<file path="src/rtl/fetch_ctrl.sv">
// ============================================================================
// Module      : fetch_ctrl
// Description : Instruction fetch controller. Owns the program counter,
//               fetches one word per cycle from a combinational instruction
//               memory into a single IF/ID buffer, honours decode back-pressure,
//               takes redirects from execute and stops on a halt word.
//               Optional macro FETCH_ALIGN_CHECK_EN: a redirect to a
//               non-word-aligned target raises a sticky misalign_err and halts
//               instead of being silently aligned down.
// Revision    : 1.0 - initial release
// ============================================================================
`default_nettype none

module fetch_ctrl #(
  parameter logic [7:0]  RESET_PC  = 8'h00,
  parameter logic [31:0] HALT_WORD = 32'h0000_0000
) (
  input  logic        clk,
  input  logic        reset,
  output logic [7:0]  imem_addr,
  input  logic [31:0] imem_rdata,
  input  logic        br_taken,
  input  logic [7:0]  br_target,
  input  logic        id_ready,
  output logic        if_valid,
  output logic [31:0] if_instr,
  output logic [7:0]  if_pc,
  output logic        halted,
  output logic        misalign_err
);

  typedef enum logic [1:0] {
    S_IDLE = 2'd0,
    S_RUN  = 2'd1,
    S_HALT = 2'd2
  } state_t;

  state_t      r_state;
  logic [7:0]  r_pc;
  logic        r_if_valid;
  logic [31:0] r_if_instr;
  logic [7:0]  r_if_pc;
  logic        r_halted;

  logic [7:0]  w_redirect_pc;
  logic        w_misaligned;
  logic        w_capture;

`ifdef FETCH_ALIGN_CHECK_EN
  logic        r_misalign_err;

  // Target is used verbatim; a misaligned one is rejected rather than fixed up.
  assign w_redirect_pc = br_target;
  assign w_misaligned  = |br_target[1:0];
  assign misalign_err  = r_misalign_err;
`else
  logic        w_unused_tgt_lsbs;

  // Low address bits are dropped so every redirect lands on a word boundary.
  assign w_redirect_pc     = {br_target[7:2], 2'b00};
  assign w_misaligned      = 1'b0;
  assign misalign_err      = 1'b0;
  assign w_unused_tgt_lsbs = ^br_target[1:0];
`endif

  // The buffer may be refilled when it is empty or being consumed this cycle.
  assign w_capture = !r_if_valid || id_ready;

  assign imem_addr = r_pc;
  assign if_valid  = r_if_valid;
  assign if_instr  = r_if_instr;
  assign if_pc     = r_if_pc;
  assign halted    = r_halted;

  // Fetch state machine: redirect beats halt detection beats capture/stall.
  always_ff @(posedge clk or posedge reset) begin
    if (reset) begin
      r_state    <= S_IDLE;
      r_pc       <= RESET_PC;
      r_if_valid <= 1'b0;
      r_if_instr <= 32'h0;
      r_if_pc    <= 8'h00;
      r_halted   <= 1'b0;
`ifdef FETCH_ALIGN_CHECK_EN
      r_misalign_err <= 1'b0;
`endif
    end else begin
      case (r_state)
        S_IDLE: begin
          // One settling cycle; redirects are not accepted yet.
          r_state  <= S_RUN;
          r_halted <= 1'b0;
        end

        S_RUN, S_HALT: begin
          if (br_taken) begin
            r_if_valid <= 1'b0;
            if (w_misaligned) begin
`ifdef FETCH_ALIGN_CHECK_EN
              r_misalign_err <= 1'b1;
`endif
              r_state  <= S_HALT;
              r_halted <= 1'b1;
            end else begin
              r_pc     <= w_redirect_pc;
              r_state  <= S_RUN;
              r_halted <= 1'b0;
            end
          end else if (r_state == S_RUN && w_capture) begin
            if (imem_rdata == HALT_WORD) begin
              // Halt word is never handed to decode and pc stays on it.
              r_if_valid <= 1'b0;
              r_state    <= S_HALT;
              r_halted   <= 1'b1;
            end else begin
              r_if_instr <= imem_rdata;
              r_if_pc    <= r_pc;
              r_if_valid <= 1'b1;
              r_pc       <= r_pc + 8'd4;
            end
          end
        end

        default: begin
          r_state    <= S_IDLE;
          r_if_valid <= 1'b0;
          r_halted   <= 1'b0;
        end
      endcase
    end
  end

endmodule

`default_nettype wire

</file>
<file path="config.mk">
export PLATFORM = sky130hd
export DESIGN_NAME = fetch_ctrl
export DESIGN_NICKNAME = d
export VERILOG_FILES = /design/src/rtl/fetch_ctrl.sv
export SDC_FILE = /design/constraint.sdc
export NUM_CORES = 1
export LEC_CHECK = 0
export CAP_MARGIN = 10
export CORE_UTILIZATION = 46
export DETAILED_ROUTE_END_ITERATION = 8
export PLACE_DENSITY_LB_ADDON = 0.15
export SETUP_SLACK_MARGIN = 0.4
export SKIP_CTS_REPAIR_TIMING = 1
export SLEW_MARGIN = 20
export SYNTH_ARGS = -nofsm -noshare
export SYNTH_HDL_FRONTEND = slang
export SYNTH_SLANG_ARGS = --single-unit
</file>
<file path="constraint.sdc">
create_clock -name clk -period 5.96 [get_ports clk]
set_input_delay 1.192 -clock clk [delete_from_list [all_inputs] [get_ports clk]]
set_output_delay 1.192 -clock clk [all_outputs]
set_load 0.005 [all_outputs]
</file>
==> results.toml <==
[status]
status = "complete, no violations"

[critical_path]
start_kind = "input pin"
crit_required_ps = 6140
critical_path_depth = 7
r2r_start = "halted$_DFFE_PP0P_"
slowest_delay_ps = 540
crit_slowest_cell = "nand3_2"
crit_type = "in2reg"
cp-end-kind = "flop"
crit_buf_inv = 2
crit_family = "simple AND/OR/NAND/NOR gates"
crit_fanout = 26
r2r_setup_slack_ps = 2960
reg2reg_to = "if_instr[17]$_DFFE_PP0P_"
crit_chain = "clkdlybuf4s50_1 -> nor4_1 -> nand4_1 -> or2_4 -> nand3_2 -> buf_4 -> mux2_4"
crit_arrival_ps = 3830
ff2ff_path_depth = 7

[sta]
slew_headroom_pct = 46.3
finalMaxSlewViolations = 0
final.period_utilization_pct = 61.2
setup_viol = 0
worstMarginPinSlew_ps = 805
setup_tns_ps = 0
period_minus_slack_ps = 3640
hold_viol_final = 0
max_freq_ghz = 0.274
fin_worst_skew_ps = 5.08
rsz0062_at_grt = "no"

[logic_synthesis]
synth_commonest_cells = "dfrtp_1, mux2_4, mux2_2, nor4_1, inv_1"
synth_edf_count = 0
synth_top_family_by_area = "multiplexers"
synthAdderAreaFrac_pct = 2.23
synth-seq-cells = 47
avgSynthCellArea_um2 = 13.3
synth_cells = 168
synth-compound-area-share_pct = 6.98
synth_area_um2 = 2240
yosys.area.top_type = "dfrtp_1"
synth_top_area_share_pct = 52.5
async_reset_ff_share_pct = 100
synth-xor-area-share_pct = 0
ys_types = 38
yosys_warnings = 0
synth_ff_type = "dfrtp_1"
synth.area.top_cells = "dfrtp_1, mux2_4, mux2_2"
synth_simple_gate_area_share_pct = 9.16
yosysSeqAreaShare_pct = 52.5
synth_mux_area_share_pct = 22.9
yosysMostFrequentCell = "dfrtp_1"

[route]
routedWlPerCell_um = 15.6
viasPerCell = 5.25
via_count = 1628
drtPass1Iterations = 4
routed_wl_mm = 4.84
drc = 0
drt_iter0_markers = 92
ant_nets = 0

[worst_hold_path]
hold_end = "if_instr[4]$_DFFE_PP0P_"
min-delay-path-class = "reg2reg"
min-delay-start = "if_instr[4]$_DFFE_PP0P_"
whs_path_depth = 1

[power_and_ir_drop]
intPower_mw = 1.08
p_seq_share_pct = 37.7
power_switching_mw = 0.453
power.share.combinational_pct = 50.4
p_clk_share_pct = 11.9
p_total_mw = 1.53
power.leakage_nw = 1.37
powerDensity_nw_per_um2 = 483
max-vdd-ir-drop_mv = 0.272
switching_share_pct = 29.5

[grt]
grt_usage_pct = 20.7
antenna_found_initial = 0
grt_pass1_vias = 1653
grt_use_met1_pct = 28.3
grt_first_pass_wirelength_mm = 8.20
gr-total-overflow = 0
grt-busiest-layer = "met2"
grt_max_degree = 48
grt_use_met2_pct = 32.2
grt_use_met3_pct = 6.19

[floorplanning]
start_util_pct = 47.8
dieArea_um2 = 5150
pin_count = 95
die_w_um = 71.8
die_h_um = 71.8
design.core.area_um2 = 4690
row_count = 25

[clock_tree]
clk_latency_ps = 290
cts_tree = "done"
h-tree-depth = 2
root_buffer = "clkbuf_8"
clk_path_buf_depth = 2
cts_sinks = 47
cts_buffers = 5
clk_pin_slew_ps = 80

[placement]
port_buffers = 87
dpl.cell_count = 302
finalWeightedCongestion = 0.757
hpwl_mm = 3.43

[cells_and_area]
final_util_pct = 67.7
n_fill_cell = 389
fin_nets = 303
fin_cells = 310
areaGrowthSynthToFinish_pct = 41.7
drive_above_1_share_pct = 19.9
antenna_cells = 0

[run]
max_cap_violations = 0
cells in the final DEF, fill, tap and decap left out, types with 5 or more instances in the layout:
cell / synthesis / final
clkdlybuf4s50_1: 0 / 87
dfrtp_1: 47 / 47
mux2_4: 20 / 20
mux2_2: 19 / 19
nor4_1: 9 / 9
inv_1: 7 / 6
nand2_1: 5 / 5
a21oi_1: 5 / 5
nor3_1: 5 / 5
conb_1: 1 / 5
clkbuf_8: 0 / 5
sequential cells by signal (all words and copies together) (netlist names):
signal	flops
if_valid	1
if_pc	6
r_state	1
if_instr	32
imem_addr	6
halted	1
power by group through the flow:
stage	clock [mW]	sequential, mW	combinational (mW)
CTS	0.189	0.580	0.782
detailed placement	0	0.586	0.774
global route	0.203	0.603	0.838
finish	0.183	0.578	0.774
global placement	0	0.578	0.772
floorplan	0	0.589	0.391
stage by stage:
stage	instance area (um^2)	hold WS, ps	worst slack (ps)
final	3180	506	2320
after global routing	3180	517	2070
after CTS	3170	510	2290
after detailed placement	3090	490	1970
after global placement	3090	487	1980
after floorplan	2260	504	3260
logic make-up (layout without fill, tap and decap cells):
logic type | count (synthesis) | count (layout)
buffers and inverters | 19 | 103
AOI/OAI and AO/OA | 21 | 21
other | 1 | 5
muxes | 39 | 39
adders and majority gates | 4 | 4
and+or+nand+nor | 37 | 37
DFF | 47 | 47
final cells by class:
type	instances	area (um^2)	area share [%]
Sequential cell	47	1180	37.0
Multi-Input combinational cell	106	945	29.7
Timing Repair Buffer	88	878	27.7
Clock buffer	7	76.3	2.40
Tap cell	54	67.6	2.13
Inverter	7	27.5	0.867
Clock inverter	1	5.00	0.158
how the worst max path moves through the flow:
stage | to | startpoint | slack, ps
5_1_grt | if_instr[18]$_DFFE_PP0P_ | imem_rdata[0] | 2070
4_1_cts | if_instr[17]$_DFFE_PP0P_ | imem_rdata[11] | 2290
2_1_floorplan | if_instr[15]$_DFFE_PP0P_ | imem_rdata[0] | 3260
3_3_place_gp | if_instr[16]$_DFFE_PP0P_ | imem_rdata[8] | 1980
6_report | if_instr[17]$_DFFE_PP0P_ | imem_rdata[11] | 2320
3_5_place_dp | if_instr[17]$_DFFE_PP0P_ | imem_rdata[11] | 1970
metal layers:
metal,vias to the layer above,part of all wire [%],routed length (um)
met5,-,0,0
met4,0,1.1,51
met3,5,6.8,328
met2,57,46,2200
met1,791,47,2260
li1,775,-,-
(Power assumes the default switching activity.)
==> edit 1 (same settings) <==
Re-encode `state_t` (3 states) as one-hot, 3 bits wide.
--- a/src/rtl/fetch_ctrl.sv
+++ b/src/rtl/fetch_ctrl.sv
@@ -31,6 +31,6 @@
 
-  typedef enum logic [1:0] {
-    S_IDLE = 2'd0,
-    S_RUN  = 2'd1,
-    S_HALT = 2'd2
+  typedef enum logic [2:0] {
+    S_IDLE = 3'b001,
+    S_RUN  = 3'b010,
+    S_HALT = 3'b100
   } state_t;
Function: no difference found for any inputs over 4 cycles, from zero or initial values and one cycle with reset high; so few cycles prove little.
==> edit 1 against the unedited design <==
- synthesized cell count rose by 2.4%
- die area is 3.6% higher
- critical endpoint is now if_instr[3]
- total power up 5.3%
- area after synthesis increased by 3.7%
- count of clock-buffer cells in the layout fell by 2
- non-clock buffer count stayed put
- worst setup slack got worse by 0.080 ns
- combinational power about the same
- wire length up 1.1%
- design area increased by 4.6%
- sequential cell count is 1 higher
==> edit 1: results <==
set metrics [dict create \
    ys_top_cells_by_area "dfrtp_1, mux2_4, nor4_1" \
    postSynth.asyncResetShare_pct 100 \
    clk_latency_ns 0.30 \
    grt_pass1_wl_um 7980 \
    h-tree-depth 2 \
    diodes 0 \
    portBuffers 87 \
    clkSlewWorstSetupHoldPaths_ns 0.08 \
    status "complete, no violations" \
    grt_usage_pct 19.7 \
    synth_commonest_cells "dfrtp_1, mux2_4, nor2_1, nor4_1, a21oi_1" \
    routabilityCongestion 0.771 \
    leakage_nw 1.49 \
    worst_pin_slew_ns 0.961 \
    final_nets 303 \
    ys_warn_count 0 \
    dr.pass1.iters 4 \
    fillers 359 \
    cts_max_path_buffers 2 \
    grt_pass1_vias 1607 \
    via_per_inst 5.12 \
    grt_max_degree 49 \
    antenna_found_initial 0 \
    synthDistinctLibCells 40 \
    cts_buffers 5 \
    critPathMaxFanout 21 \
    layout-drive-gt1-share_pct 20.8 \
    drt_wl_total_um 4890 \
    placed_area_um2 3210 \
    largest_reg_flops 32 \
    dp_hpwl_um 3430 \
    peakVddDrop_mv 0.254 \
    clock_skew_ns 0.00947 \
    min_path_type "flip-flop to flip-flop" \
    drt_iter0_drc 46 \
    synth-seq-area-share_pct 51.7 \
    root_buffer "clkbuf_8" \
]
-- edit 1: layout make-up --
class | instances | area [µm²] | share of cell area, %
clock buffer | 5 | 68.8 | 2.07
clock inverter | 3 | 46.3 | 1.39
inverter | 4 | 15.0 | 0.452
multi-input combinational | 111 | 1030 | 30.9
sequential | 48 | 1200 | 36.2
tap | 67 | 83.8 | 2.52
timing repair buffer | 88 | 878 | 26.5
-- edit 1: cell families after synthesis --
logic type      after synthesis  share of synthesized area (%)
flops                        48                           51.7
simple gates                 41                           9.74
mux                          39                           25.0
compound gates               24                           7.37
buf+inv                      17                           5.11
fa+ha+maj                     1                          0.538
other cells                   1                          0.161
xor+xnor                      1                          0.377
-- edit 1: worst max-delay path: stages --
cell,delay (ns)
clkdlybuf4s50_1,0.43
nor4_1,0.35
nand4_1,0.32
o21ai_4,0.78
buf_4,0.49
mux2_4,0.34
-- edit 1: where the power goes --
group | internal [mW] | switching, mW | total, mW
combinational | 0.543 | 0.229 | 0.772
sequential | 0.487 | 0.117 | 0.604
clock | 0.127 | 0.114 | 0.240
-- edit 1: worst paths after layout --
| path | depth (start not counted) | slack [ns] | to | from |
|---|---|---|---|---|
| setup / recovery | 6 | 2.23 | if_instr[3] | imem_rdata[8] |
| hold / removal | 1 | 0.51 | if_pc[7] | if_pc[7] |
| setup reg to reg | 6 | 3.62 | if_instr[3] | r_state[0] |
| hold reg to reg | 1 | 0.51 | if_pc[7] | if_pc[7] |
| max in group asynchronous | 2 | 3.94 | if_pc[6] | reset |
| min in group asynchronous | 2 | 1.42 | if_instr[24] | reset |
-- edit 1: layer usage --
layer	vias up	GRT usage, %	wire length, µm
met5	-	0	0
met4	0	5.88	41
met3	5	4.42	309
met2	62	29.6	2320
met1	814	28.5	2220
li1	788	-	-
-- edit 1: per-stage QoR --
step,worst slack (ns),instances,utilization (%),hold WS [ns]
4_1_cts,2.21,326,69.4,0.518
5_1_grt,2.06,326,69.4,0.526
6_report,2.23,326,69.4,0.514
3_5_place_dp,1.89,318,67.0,0.492
3_3_place_gp,1.88,318,67.0,0.490
2_1_floorplan,3.41,176,-,0.506
==> edit 2 (config.mk and constraints unchanged) <==
Without the edit above. The option `FETCH_ALIGN_CHECK_EN` is turned on by a define.
--- a/src/rtl/fetch_ctrl.sv
+++ b/src/rtl/fetch_ctrl.sv
@@ -12,2 +12,4 @@
 `default_nettype none
+
+`define FETCH_ALIGN_CHECK_EN
 
Formal check against the unedited RTL: not equivalent (Yosys sat finds a counterexample within 4 cycles, from zero or initial values and one cycle with reset high).
==> edit 2 against the unedited design <==
- clock skew hardly changed
- global-route usage is 1.3 points lower
- worst setup slack worse by 0.10 ns
- total power is 1.8% higher
- via count is 4.7% higher
- wire length is 1.2% lower
- synthesized cell count is 3.0% higher
- area after synthesis is 1.1% higher
- sequential cell count is 5 higher
- design area is 5.4% higher
- highest routed layer unchanged
==> edit 2: results <==
set metrics [dict create \
    status "complete, no violations" \
    p_seq_share_pct 39.6 \
    fin_ws_ns 2.21 \
    clock_power_share_pct 15.0 \
    routedWlPerCell_um 14.2 \
    synth_commonest_cells "dfrtp_1, mux2_2, nor2_1" \
    muxShareOfSynthArea_pct 19.8 \
    grt_pass1_wl_um 7650 \
    crit_path_end "if_instr[25]" \
    cp_slowest_cell "o2111ai_4" \
    grt_max_degree 53 \
    reg2regPathDepth 6 \
    final_nets 317 \
    synthDistinctLibCells 28 \
    reg2reg_slack_ns 3.47 \
    critPathMaxStageDelay_ns 0.90 \
    leakage_nw 1.39 \
    layout-drive-gt1-share_pct 18.5 \
    dp.cells 329 \
    startpoint "imem_rdata[29]" \
    worst_pin_slew_ns 1.03 \
    dp_hpwl_um 3550 \
    grt_usage_pct 19.4 \
    synthAdderAreaFrac_pct 2.21 \
    fillers 339 \
    seqCellArea_um2 1300 \
    p_int_mw 1.11 \
    synth-seq-area-share_pct 57.5 \
    critPathMaxFanout 36 \
    post-place-ws_ns 1.83 \
    routabilityCongestion 0.737 \
    vias 1704 \
    synth_compound_area_share_pct 7.40 \
    ys_top_cells_by_area "dfrtp_1, mux2_2, buf_6" \
    placed_area_um2 3240 \
    power_mw 1.56 \
    drt_wl_total_um 4780 \
]
==> edit 2: final cells by class <==
| type | count | area share, % |
|---|---|---|
| tap | 67 | 2.51 |
| sequential | 52 | 38.9 |
| clock buffer | 6 | 2.17 |
| clock inverter | 2 | 1.05 |
| timing repair buffer | 95 | 28.3 |
| multi-input combinational | 109 | 26.3 |
| inverter | 6 | 0.711 |
==> edit 2: metal layers <==
| layer | part of all wire (%) | wire length, µm | track usage [%] | up-vias |
|---|---|---|---|---|
| li1 | - | - | - | 822 |
| met4 | 0.84 | 40 | 7.84 | 0 |
| met1 | 45 | 2160 | 26.4 | 814 |
| met2 | 48 | 2280 | 30.6 | 64 |
| met3 | 6.3 | 301 | 4.03 | 4 |
| met5 | 0 | 0 | 0 | - |
==> edit 2: logic make-up (layout without fill, tap and decap cells) <==
group / count (synthesis) / in the layout
compound gates: 23 / 23
fa+ha+maj: 4 / 4
buf+inv: 12 / 109
flops: 52 / 52
mux: 40 / 40
simple gates: 42 / 42
==> edit 2: how the worst min path moves through the flow <==
stage	startpoint	slack [ns]	to	cells after the start
after floorplan	misalign_err	0.47	misalign_err	1
after global placement	misalign_err	0.47	misalign_err	1
final	misalign_err	0.48	misalign_err	1
after global routing	if_pc[7]	0.52	if_pc[7]	1
after detailed placement	misalign_err	0.46	misalign_err	1
after CTS	misalign_err	0.49	misalign_err	1
==> edit 2: worst reg2reg max path: stages (launching register included) <==
cell	delay (ns)
dfrtp_1	0.40
inv_1	0.08
ha_1	0.37
nor2b_1	0.23
o2111ai_4	0.54
buf_4	0.46
mux2_2	0.30
